## src/rtl/mips_ctrl_pkg.sv

```systemverilog
// Shared types and constants for the multicycle MIPS controller.
package mips_ctrl_pkg;

  localparam int unsigned STATE_W = 4;
  localparam int unsigned OP_W    = 6;
  localparam int unsigned FUNCT_W = 6;
  localparam int unsigned ALUC_W  = 3;
  localparam int unsigned SEL_W   = 2;

  typedef enum logic [STATE_W-1:0] {
    S_FETCH  = 4'd0,
    S_DECODE = 4'd1,
    S_MEMADR = 4'd2,
    S_MEMRD  = 4'd3,
    S_MEMWB  = 4'd4,
    S_MEMWR  = 4'd5,
    S_RTEXEC = 4'd6,
    S_ALUWB  = 4'd7,
    S_BEQ    = 4'd8,
    S_ADDIEX = 4'd9,
    S_ADDIWB = 4'd10,
    S_JUMP   = 4'd11,
    S_TRAP   = 4'd12
  } state_e;

  localparam logic [OP_W-1:0] OP_RTYPE = 6'b000000;
  localparam logic [OP_W-1:0] OP_LW    = 6'b100011;
  localparam logic [OP_W-1:0] OP_SW    = 6'b101011;
  localparam logic [OP_W-1:0] OP_ADDI  = 6'b001000;
  localparam logic [OP_W-1:0] OP_BEQ   = 6'b000100;
  localparam logic [OP_W-1:0] OP_J     = 6'b000010;

  localparam logic [FUNCT_W-1:0] F_ADD = 6'b100000;
  localparam logic [FUNCT_W-1:0] F_SUB = 6'b100010;
  localparam logic [FUNCT_W-1:0] F_AND = 6'b100100;
  localparam logic [FUNCT_W-1:0] F_OR  = 6'b100101;
  localparam logic [FUNCT_W-1:0] F_SLT = 6'b101010;

  localparam logic [ALUC_W-1:0] ALU_ADD = 3'b010;
  localparam logic [ALUC_W-1:0] ALU_SUB = 3'b110;
  localparam logic [ALUC_W-1:0] ALU_AND = 3'b000;
  localparam logic [ALUC_W-1:0] ALU_OR  = 3'b001;
  localparam logic [ALUC_W-1:0] ALU_SLT = 3'b111;

  localparam logic [SEL_W-1:0] ALUOP_ADD   = 2'b00;
  localparam logic [SEL_W-1:0] ALUOP_SUB   = 2'b01;
  localparam logic [SEL_W-1:0] ALUOP_FUNCT = 2'b10;

  localparam logic [SEL_W-1:0] SRCB_B      = 2'b00;
  localparam logic [SEL_W-1:0] SRCB_FOUR   = 2'b01;
  localparam logic [SEL_W-1:0] SRCB_IMM    = 2'b10;
  localparam logic [SEL_W-1:0] SRCB_IMM_SH = 2'b11;

  localparam logic [SEL_W-1:0] PC_ALU    = 2'b00;
  localparam logic [SEL_W-1:0] PC_ALUOUT = 2'b01;
  localparam logic [SEL_W-1:0] PC_JUMP   = 2'b10;

  // Per-state control word; the last three bits qualify pcen/ir_write.
  typedef struct packed {
    logic             iord;
    logic             mem_read;
    logic             mem_write;
    logic             reg_dst;
    logic             mem_to_reg;
    logic             reg_write;
    logic             alu_src_a;
    logic [SEL_W-1:0] alu_src_b;
    logic [SEL_W-1:0] alu_op;
    logic [SEL_W-1:0] pc_src;
    logic             pc_jump;
    logic             pc_branch;
    logic             fetch;
  } ctl_t;

  // R-type functs this controller can execute.
  function automatic logic funct_ok(input logic [FUNCT_W-1:0] f);
    return f inside {F_ADD, F_SUB, F_AND, F_OR, F_SLT};
  endfunction

  // Moore control word for a state; anything unlisted stays 0 / add.
  function automatic ctl_t state_ctl(input state_e s);
    ctl_t c;
    c = '0;
    case (s)
      S_FETCH:  begin c.mem_read = 1'b1; c.alu_src_b = SRCB_FOUR; c.pc_src = PC_ALU; c.fetch = 1'b1; end
      S_DECODE: c.alu_src_b = SRCB_IMM_SH;
      S_MEMADR, S_ADDIEX: begin c.alu_src_a = 1'b1; c.alu_src_b = SRCB_IMM; end
      S_MEMRD:  begin c.iord = 1'b1; c.mem_read = 1'b1; end
      S_MEMWB:  begin c.mem_to_reg = 1'b1; c.reg_write = 1'b1; end
      S_MEMWR:  begin c.iord = 1'b1; c.mem_write = 1'b1; end
      S_RTEXEC: begin c.alu_src_a = 1'b1; c.alu_src_b = SRCB_B; c.alu_op = ALUOP_FUNCT; end
      S_ALUWB:  begin c.reg_dst = 1'b1; c.reg_write = 1'b1; end
      S_ADDIWB: c.reg_write = 1'b1;
      S_BEQ:    begin c.alu_src_a = 1'b1; c.alu_op = ALUOP_SUB; c.pc_src = PC_ALUOUT; c.pc_branch = 1'b1; end
      S_JUMP:   begin c.pc_src = PC_JUMP; c.pc_jump = 1'b1; end
      default:  c = '0;
    endcase
    return c;
  endfunction

endpackage

```

## src/rtl/mips_alu_decoder.sv

```systemverilog
// Maps (alu_op, funct) to the 3-bit ALU operation code.
module mips_alu_decoder
  import mips_ctrl_pkg::*;
(
  input  logic [SEL_W-1:0]   i_alu_op,
  input  logic [FUNCT_W-1:0] i_funct,
  output logic [ALUC_W-1:0]  o_alu_ctrl_c
);

  // Fixed add/sub for address and branch work, funct lookup for R-type.
  always_comb begin
    o_alu_ctrl_c = ALU_ADD;
    case (i_alu_op)
      ALUOP_SUB: o_alu_ctrl_c = ALU_SUB;
      ALUOP_FUNCT: begin
        case (i_funct)
          F_SUB:   o_alu_ctrl_c = ALU_SUB;
          F_AND:   o_alu_ctrl_c = ALU_AND;
          F_OR:    o_alu_ctrl_c = ALU_OR;
          F_SLT:   o_alu_ctrl_c = ALU_SLT;
          default: o_alu_ctrl_c = ALU_ADD;
        endcase
      end
      default: o_alu_ctrl_c = ALU_ADD;
    endcase
  end

endmodule

```

## config.mk

```make
export PLATFORM = sky130hd
export DESIGN_NAME = mips_alu_decoder
export DESIGN_NICKNAME = d
export VERILOG_FILES = /design/src/rtl/mips_ctrl_pkg.sv /design/src/rtl/mips_alu_decoder.sv
export SDC_FILE = /design/constraint.sdc
export NUM_CORES = 1
export LEC_CHECK = 0
export ABC_AREA = 1
export ABC_CLOCK_PERIOD_IN_PS = 850
export BUFFER_PORTS_ARGS = -buffer_cell sky130_fd_sc_hd__clkbuf_2
export CORE_AREA = 2 2 39 41
export DETAILED_ROUTE_END_ITERATION = 6
export DIE_AREA = 0 0 41 43
export GPL_ROUTABILITY_DRIVEN = 0
export GPL_TIMING_DRIVEN = 0
export PLACE_DENSITY = 0.39
export SLEW_MARGIN = 5
export SYNTH_ARGS = -nofsm -noshare
export SYNTH_HDL_FRONTEND = slang
export SYNTH_SLANG_ARGS = --single-unit
```

## constraint.sdc

```tcl
create_clock -name vclk -period 0.85
set_clock_uncertainty 0.05 [all_clocks]
set_input_delay 0.085 -clock vclk [all_inputs]
set_output_delay 0.085 -clock vclk [all_outputs]
set_load 0.03 [all_outputs]
```

==> flow_metrics.py, run 1 <==
metrics = {
    "setup_path": {
        "end_kind": "output pin",
        "arrival_ns": 0.91,
        "crit_start": "i_alu_op[0]",
        "worstPathRequired_ns": 0.71,
        "cp_max_fo": 3,
        "crit_path_start_kind": "primary input",
        "path_class": "primary input to output pin",
    },
    "place": {
        "portBuffers": 11,
        "pre_cts_ws_ns": -0.288,
        "postPlaceCellArea_um2": 284,
        "dp_hpwl_um": 413,
    },
    "floorplan": {
        "initial_core_util_pct": 12.6,
        "io_pins": 11,
        "num_rows": 14,
        "die_area_um2": 1760,
        "die_h_um": 43,
        "die_w_um": 41,
        "core-area_um2": 1380,
    },
    "synth": {
        "synth_top_area_share_pct": 19.4,
        "synthTopCellsByArea": "inv_1, nand2_1, nor2_1",
        "syn_area_per_cell_um2": 4.70,
        "synthesis.instances": 37,
        "synth_cell_types": 9,
        "synth_fp_nets": 47,
        "synth_top_area_cell": "inv_1",
        "yosys_warnings": 0,
        "ys_seq_area_share_pct": 0,
        "syn-cell-area_um2": 174,
    },
    "sta": {
        "setup_slack_ns": -0.199,
        "fmax_ghz": 0.953,
        "holdWs_ns": 0.526,
        "min_period_ns": 1.05,
        "finalSetupViolations": 3,
        "tns_ns": -0.450,
        "slew-limit-headroom_pct": 91.8,
        "slew_violations": 0,
        "tightest_slew_ns": 0.123,
        "hold_viol_final": 0,
        "timing.final.crit_share_pct": 123,
        "grt_setup_unrepaired": "yes",
    },
    "drt": {
        "wl_um": 473,
        "initialDrtViolationCount": 0,
        "wire_per_inst_um": 7.17,
        "ant_nets": 0,
        "first_pass_iters": 1,
        "vias_per_cell": 3.79,
        "vias": 250,
        "drcViolationCount": 0,
    },
    "global_routing": {
        "grt_max_degree": 5,
        "overflow": 0,
        "grt_antenna_before_repair": 0,
        "grt_pass1_vias": 228,
        "grt_util_all_layers_pct": 6.29,
        "grt_pass1_wl_um": 834,
    },
    "finish": {
        "mostFrequentLayoutCells": "inv_1, nand2_1, clkbuf_2, nor2_2, nor2_1",
        "drive_above_1_share_pct": 62.0,
        "numSequentialCells": 0,
        "fillers": 164,
        "design_area_um2": 379,
        "seq_area_um2": 0,
        "clkbuf_count": 0,
        "final_common_cell": "inv_1",
        "post-route-util_pct": 27.4,
        "nNetsFinal": 62,
        "n_antenna_cell": 0,
        "area_growth_pct": 118,
    },
    "hold_path": {
        "hold_path_class": "primary input to output pin",
        "holdCritStartpoint": "i_funct[4]",
    },
    "outcome": {
        "status": "finished, violations left",
        "violations": "setup timing",
    },
    "power": {
        "cellPowerDensity_nw_per_um2": 459,
        "power_leakage_nw": 0.179,
        "ir_drop_mv": 0.171,
    },
    "flow_run": {
        "cap_violations": 0,
    },
}
worst max-delay path, stage by stage:
cell	delay, ns
buf_8	0.10
inv_4	0.05
ha_4	0.20
or2_4	0.23
a21oi_4	0.12
buf_8	0.13
per-layer routing:
| layer | GRT usage (%) | vias to the layer above | routed length (µm) |
|---|---|---|---|
| li1 | - | 134 | - |
| met1 | 8.23 | 109 | 209 |
| met2 | 11.6 | 7 | 243 |
| met3 | 0 | 0 | 21 |
| met4 | 0 | 0 | 0 |
| met5 | 0 | - | 0 |
cell type report:
class                           instances  area (µm²)  area share (%)
Timing Repair Buffer                   13         120            31.7
Multi-Input combinational cell         27         196            51.8
Tap cell                               16        20.0            5.28
Inverter                               10        42.5            11.2
power by group:
group | total, mW | internal, mW | leakage [nW] | switching [mW]
Clock | 0 | 0 | 0 | 0
Combinational | 0.174 | 0.0875 | 0.179 | 0.0866
Sequential | 0 | 0 | 0 | 0
Total | 0.174 | 0.0875 | 0.179 | 0.0866
cell families (layout without fill, tap and decap cells):
| logic type | count (synthesis) | after routing | share of synthesized area [%] |
|---|---|---|---|
| buf+inv | 10 | 23 | 21.6 |
| compound gates | 2 | 2 | 5.76 |
| simple gates | 23 | 23 | 58.3 |
| fa+ha+maj | 2 | 2 | 14.4 |
what timing repair did:
action                                 CTS  global route
pin swaps                                2             6
setup buffers                            0             2
gates resized for setup                  9            15
endpoints found under the hold margin    0             0
setup endpoints to repair                3             3
hold buffers                             0             0
cloned                                   0             0
stage by stage:
stage,std cells,total power [mW]
floorplan,37,0.0757
global placement,64,0.119
detailed placement,64,0.121
CTS,64,0.142
global route,66,0.190
finish,66,0.174
cells in the mapped netlist:
| cell | count |
|---|---|
| or2_1 | 1 |
| nand3_1 | 4 |
| nor2_2 | 3 |
| a21oi_1 | 2 |
| inv_2 | 1 |
| inv_1 | 9 |
| ha_1 | 2 |
| nor2_1 | 7 |
| nand2_1 | 8 |
path summary, 6_finish.rpt:
kind | end | slack, ns | cells past startpoint
setup / recovery | o_alu_ctrl_c[0] | -0.20 | 6
hold / removal | o_alu_ctrl_c[0] | 0.53 | 5
Power figures use the tool's default switching activity.
==> run 2: changes to the inputs <==
SETUP_SLACK_MARGIN = 0.3   (was not set)
==> run 2 against run 1 <==
Effect of this change: the flow still finishes with violations (setup timing); wire length down 0.63%; cell area shrank 5.9%; maximum frequency is 2.0% lower; critical path type unchanged; combinational power is 8% lower; first-iteration DRC count increased by 2; die area is the same; via count fell by 2.8%.
==> flow_metrics.py, run 2 (synthesis results as in run 1) <==
metrics = {
    "finish": {
        "clkbuf_count": 0,
        "numSequentialCells": 0,
        "mostFrequentLayoutCells": "nand2_1, nor2_1, clkbuf_2, inv_1",
        "nNetsFinal": 61,
        "multi_input_area_um2": 184,
        "area_growth_pct": 105,
        "n_antenna_cell": 0,
        "seq_area_um2": 0,
        "drive_above_1_share_pct": 57.1,
        "fillers": 161,
        "layoutNonFillerInstCount": 65,
    },
    "setup_path": {
        "crit_path_start_kind": "primary input",
        "path_class": "primary input to output pin",
        "arrival_ns": 0.93,
        "worstPathRequired_ns": 0.71,
        "cp_max_fo": 3,
        "end_kind": "output pin",
    },
    "drt": {
        "first_pass_iters": 2,
        "ant_nets": 0,
        "vias_per_cell": 3.74,
        "wl_met1_um": 185,
        "dr_wl_met3_um": 31,
        "routed.top_layer": "met3",
        "met2_length_um": 253,
        "vias": 243,
        "wl_um": 470,
        "drcViolationCount": 0,
        "initialDrtViolationCount": 2,
        "wire_per_inst_um": 7.23,
    },
    "global_routing": {
        "grt_max_degree": 5,
        "grt_pass1_wl_um": 710,
        "grt_util_all_layers_pct": 5.29,
        "overflow": 0,
        "grt_pass1_vias": 214,
        "grt_antenna_before_repair": 0,
    },
    "place": {
        "pre_cts_ws_ns": -0.284,
        "portBuffers": 11,
        "dp.cells": 64,
        "dp_hpwl_um": 388,
    },
    "flow_run": {
        "cap_violations": 0,
    },
    "outcome": {
        "status": "finished, violations left",
        "violations": "setup timing",
    },
    "hold_path": {
        "hold-path-cell-count": 5,
        "hold_path_class": "primary input to output pin",
    },
    "sta": {
        "finalSetupViolations": 3,
        "timing.final.crit_share_pct": 126,
        "tightest_slew_ns": 0.136,
        "fmax_ghz": 0.935,
        "slew_violations": 0,
        "grt_setup_unrepaired": "yes",
        "tns_ns": -0.521,
        "min_period_ns": 1.07,
        "slew-limit-headroom_pct": 90.9,
        "setup_slack_ns": -0.220,
        "hold_viol_final": 0,
    },
    "power": {
        "cellPowerDensity_nw_per_um2": 449,
        "ir_drop_mv": 0.139,
        "power_leakage_nw": 0.172,
    },
    "floorplan": {
        "initial_core_util_pct": 12.6,
        "core-area_um2": 1380,
        "num_rows": 14,
        "die_w_um": 41,
        "io_pins": 11,
        "die_area_um2": 1760,
        "die_h_um": 43,
    },
}
run 2: cell types whose count changed in the layout (fill, tap and decap cells not counted), sizes merged:
| cell | change |
|---|---|
| buf | -2 |
| clkbuf | +1 |
run 2: final timing paths:
check	startpoint	to	slack, ns
max	i_alu_op[0]	o_alu_ctrl_c[0]	-0.22
min	i_funct[4]	o_alu_ctrl_c[0]	0.54
run 2: timing repair:
item	in CTS	in global routing
pin swaps	1	6
hold buffers	0	0
resized for setup	8	10
endpoints found under the setup margin	3	3
buffers inserted	0	1
run 2: power breakdown:
group          switching [mW]  total [mW]  internal, mW
clock                       0           0             0
combinational          0.0815       0.160        0.0786
sequential                  0           0             0
run 2: area by class of cell:
type / instances / share of cell area [%]
well taps: 16 / 5.61
multi-input cells: 27 / 51.6
repair buffers: 12 / 30.9
inverters: 10 / 11.9
run 2: critical path: stages:
cell	delay, ns
buf_8	0.10
inv_4	0.05
ha_4	0.20
or2_4	0.25
a21oi_4	0.12
buf_8	0.13
run 2: routing by layer:
layer  GRT usage (%)  vias to the layer above
li1                -                      133
met1            7.28                      103
met2            9.38                        7
met3               0                        0
met4               0                        0
met5               0                        -
run 2: per-stage QoR:
stage / power [mW] / hold slack [ns] / util (%) / cell area (µm²)
2_1_floorplan: 0.0765 / 0.309 / - / 209
3_3_place_gp: 0.120 / 0.585 / 20.5 / 284
3_5_place_dp: 0.120 / 0.586 / 20.5 / 284
4_1_cts: 0.141 / 0.548 / 23.7 / 328
5_1_grt: 0.176 / 0.567 / 25.8 / 357
6_report: 0.160 / 0.538 / 25.8 / 357
==> run 3: changes to the inputs <==
--- a/config.mk
+++ b/config.mk
@@ -16,2 +16,3 @@
 export PLACE_DENSITY = 0.39
+export RECOVER_POWER = 25
 export SETUP_SLACK_MARGIN = 0.3
--- a/constraint.sdc
+++ b/constraint.sdc
@@ -4,2 +4,2 @@
 set_output_delay 0.085 -clock vclk [all_outputs]
-set_load 0.03 [all_outputs]
+set_load 0.005 [all_outputs]
==> run 3 against run 2 <==
Effect of this change: the run still ends with setup timing left; global-route usage down 0.20 points; critical path type unchanged; critical endpoint unchanged; sequential cell count unchanged; worst hold slack worse by 0.052 ns; cell area down 15%.
==> flow_metrics.py, run 3 (synthesis results as in run 1) <==
metrics = {
    "outcome": {
        "status": "finished, violations left",
        "violations": "setup timing",
    },
    "place": {
        "dp_hpwl_um": 381,
        "portBuffers": 11,
        "postPlaceCellArea_um2": 268,
        "dp.cells": 64,
    },
    "global_routing": {
        "grt_antenna_before_repair": 0,
        "grt_util_all_layers_pct": 5.09,
        "grt_max_degree": 5,
        "overflow": 0,
        "grt_pass1_vias": 183,
        "grt_pass1_wl_um": 683,
    },
    "power": {
        "fin_total_pwr_mw": 0.113,
        "cellPowerDensity_nw_per_um2": 370,
        "power_leakage_nw": 0.158,
        "ir_drop_mv": 0.108,
    },
    "sta": {
        "min_period_ns": 0.984,
        "finalSetupViolations": 3,
        "hold_viol_final": 0,
        "slew_violations": 0,
        "grt_setup_unrepaired": "yes",
        "timing.final.crit_share_pct": 116,
        "setup_slack_ns": -0.134,
        "slew-limit-headroom_pct": 91.0,
        "fmax_ghz": 1.02,
        "tightest_slew_ns": 0.134,
    },
    "finish": {
        "seq_area_um2": 0,
        "n_antenna_cell": 0,
        "mostFrequentLayoutCells": "nand2_1, inv_1, nor2_1, clkbuf_2",
        "nNetsFinal": 60,
        "area_growth_pct": 74.8,
        "drive_above_1_share_pct": 47.9,
        "numSequentialCells": 0,
        "final_common_cell": "nand2_1",
        "post-route-util_pct": 22.0,
        "multi_input_area_um2": 168,
        "fillers": 165,
        "clkbuf_count": 0,
        "layoutNonFillerInstCount": 64,
        "design_area_um2": 304,
    },
    "setup_path": {
        "arrival_ns": 0.85,
        "end_kind": "output pin",
        "crit_path_start_kind": "primary input",
        "cpPeakStageDelay_ns": 0.21,
        "cp_max_fo": 3,
        "worstPathRequired_ns": 0.71,
        "slowest_stage": "or2_1",
        "path_class": "primary input to output pin",
        "path_cells": "buf_8 > inv_4 > ha_4 > or2_1 > a21oi_2 > buf_2",
    },
    "drt": {
        "first_pass_iters": 4,
        "vias": 228,
        "drcViolationCount": 0,
        "vias_per_cell": 3.56,
        "wire_per_inst_um": 6.94,
        "ant_nets": 0,
        "wl_um": 444,
        "initialDrtViolationCount": 5,
    },
    "floorplan": {
        "die_w_um": 41,
        "num_rows": 14,
        "core-area_um2": 1380,
        "initial_core_util_pct": 12.6,
        "io_pins": 11,
        "die_h_um": 43,
        "die_area_um2": 1760,
    },
    "flow_run": {
        "cap_violations": 0,
    },
    "hold_path": {
        "hold_path_class": "primary input to output pin",
        "hold-path-cell-count": 4,
    },
    "clock_network": {
        "post_cts_buffers": 0,
    },
}
run 3: cell type report:
type,instances,area share (%)
multi-input combinational,27,55.1
timing repair buffer,11,24.3
inverter,10,14.0
tap,16,6.58
run 3: metal layers:
metal / GRT usage [%] / part of all wire, % / wire, µm / vias to the layer above
met5: 0 / 0 / 0 / -
met1: 7.59 / 47 / 208 / 89
met4: 0 / 0 / 0 / 0
met2: 8.13 / 40 / 176 / 9
met3: 0.524 / 13 / 59 / 0
li1: - / - / - / 130
run 3: repair_timing:
action | in CTS | in global routing
resized for setup | 2 | 10
hold buffers | 0 | 0
hold endpoints to repair | 0 | 0
setup endpoints to repair | 3 | 3
pin swaps | 0 | 5
run 3: path summary, 6_finish.rpt:
| path | start | endpoint | slack [ns] |
|---|---|---|---|
| setup / recovery | i_alu_op[0] | o_alu_ctrl_c[0] | -0.13 |
| hold / removal | i_funct[3] | o_alu_ctrl_c[0] | 0.49 |
run 3: where the power goes:
group | internal (mW) | total [mW] | switching (mW)
combinational | 0.0550 | 0.113 | 0.0575
clock | 0 | 0 | 0
sequential | 0 | 0 | 0
total | 0.0550 | 0.113 | 0.0575
run 3: critical path: cells and delay by family:
kind,cells,cell delay (ns)
buffers and inverters,3,0.26
AO/OA/AOI/OAI,1,0.09
adder cells (fa/ha/maj),1,0.20
AND/OR/NAND/NOR,1,0.21
run 3: through the flow:
stage | worst slack [ns] | hold slack (ns) | setup TNS, ns
6_report | -0.134 | 0.486 | -0.256
5_1_grt | -0.178 | 0.511 | -0.455
4_1_cts | -0.160 | 0.484 | -0.364
3_5_place_dp | -0.171 | 0.481 | -0.399
3_3_place_gp | -0.175 | 0.485 | -0.382
2_1_floorplan | 0.0938 | 0.244 | 0
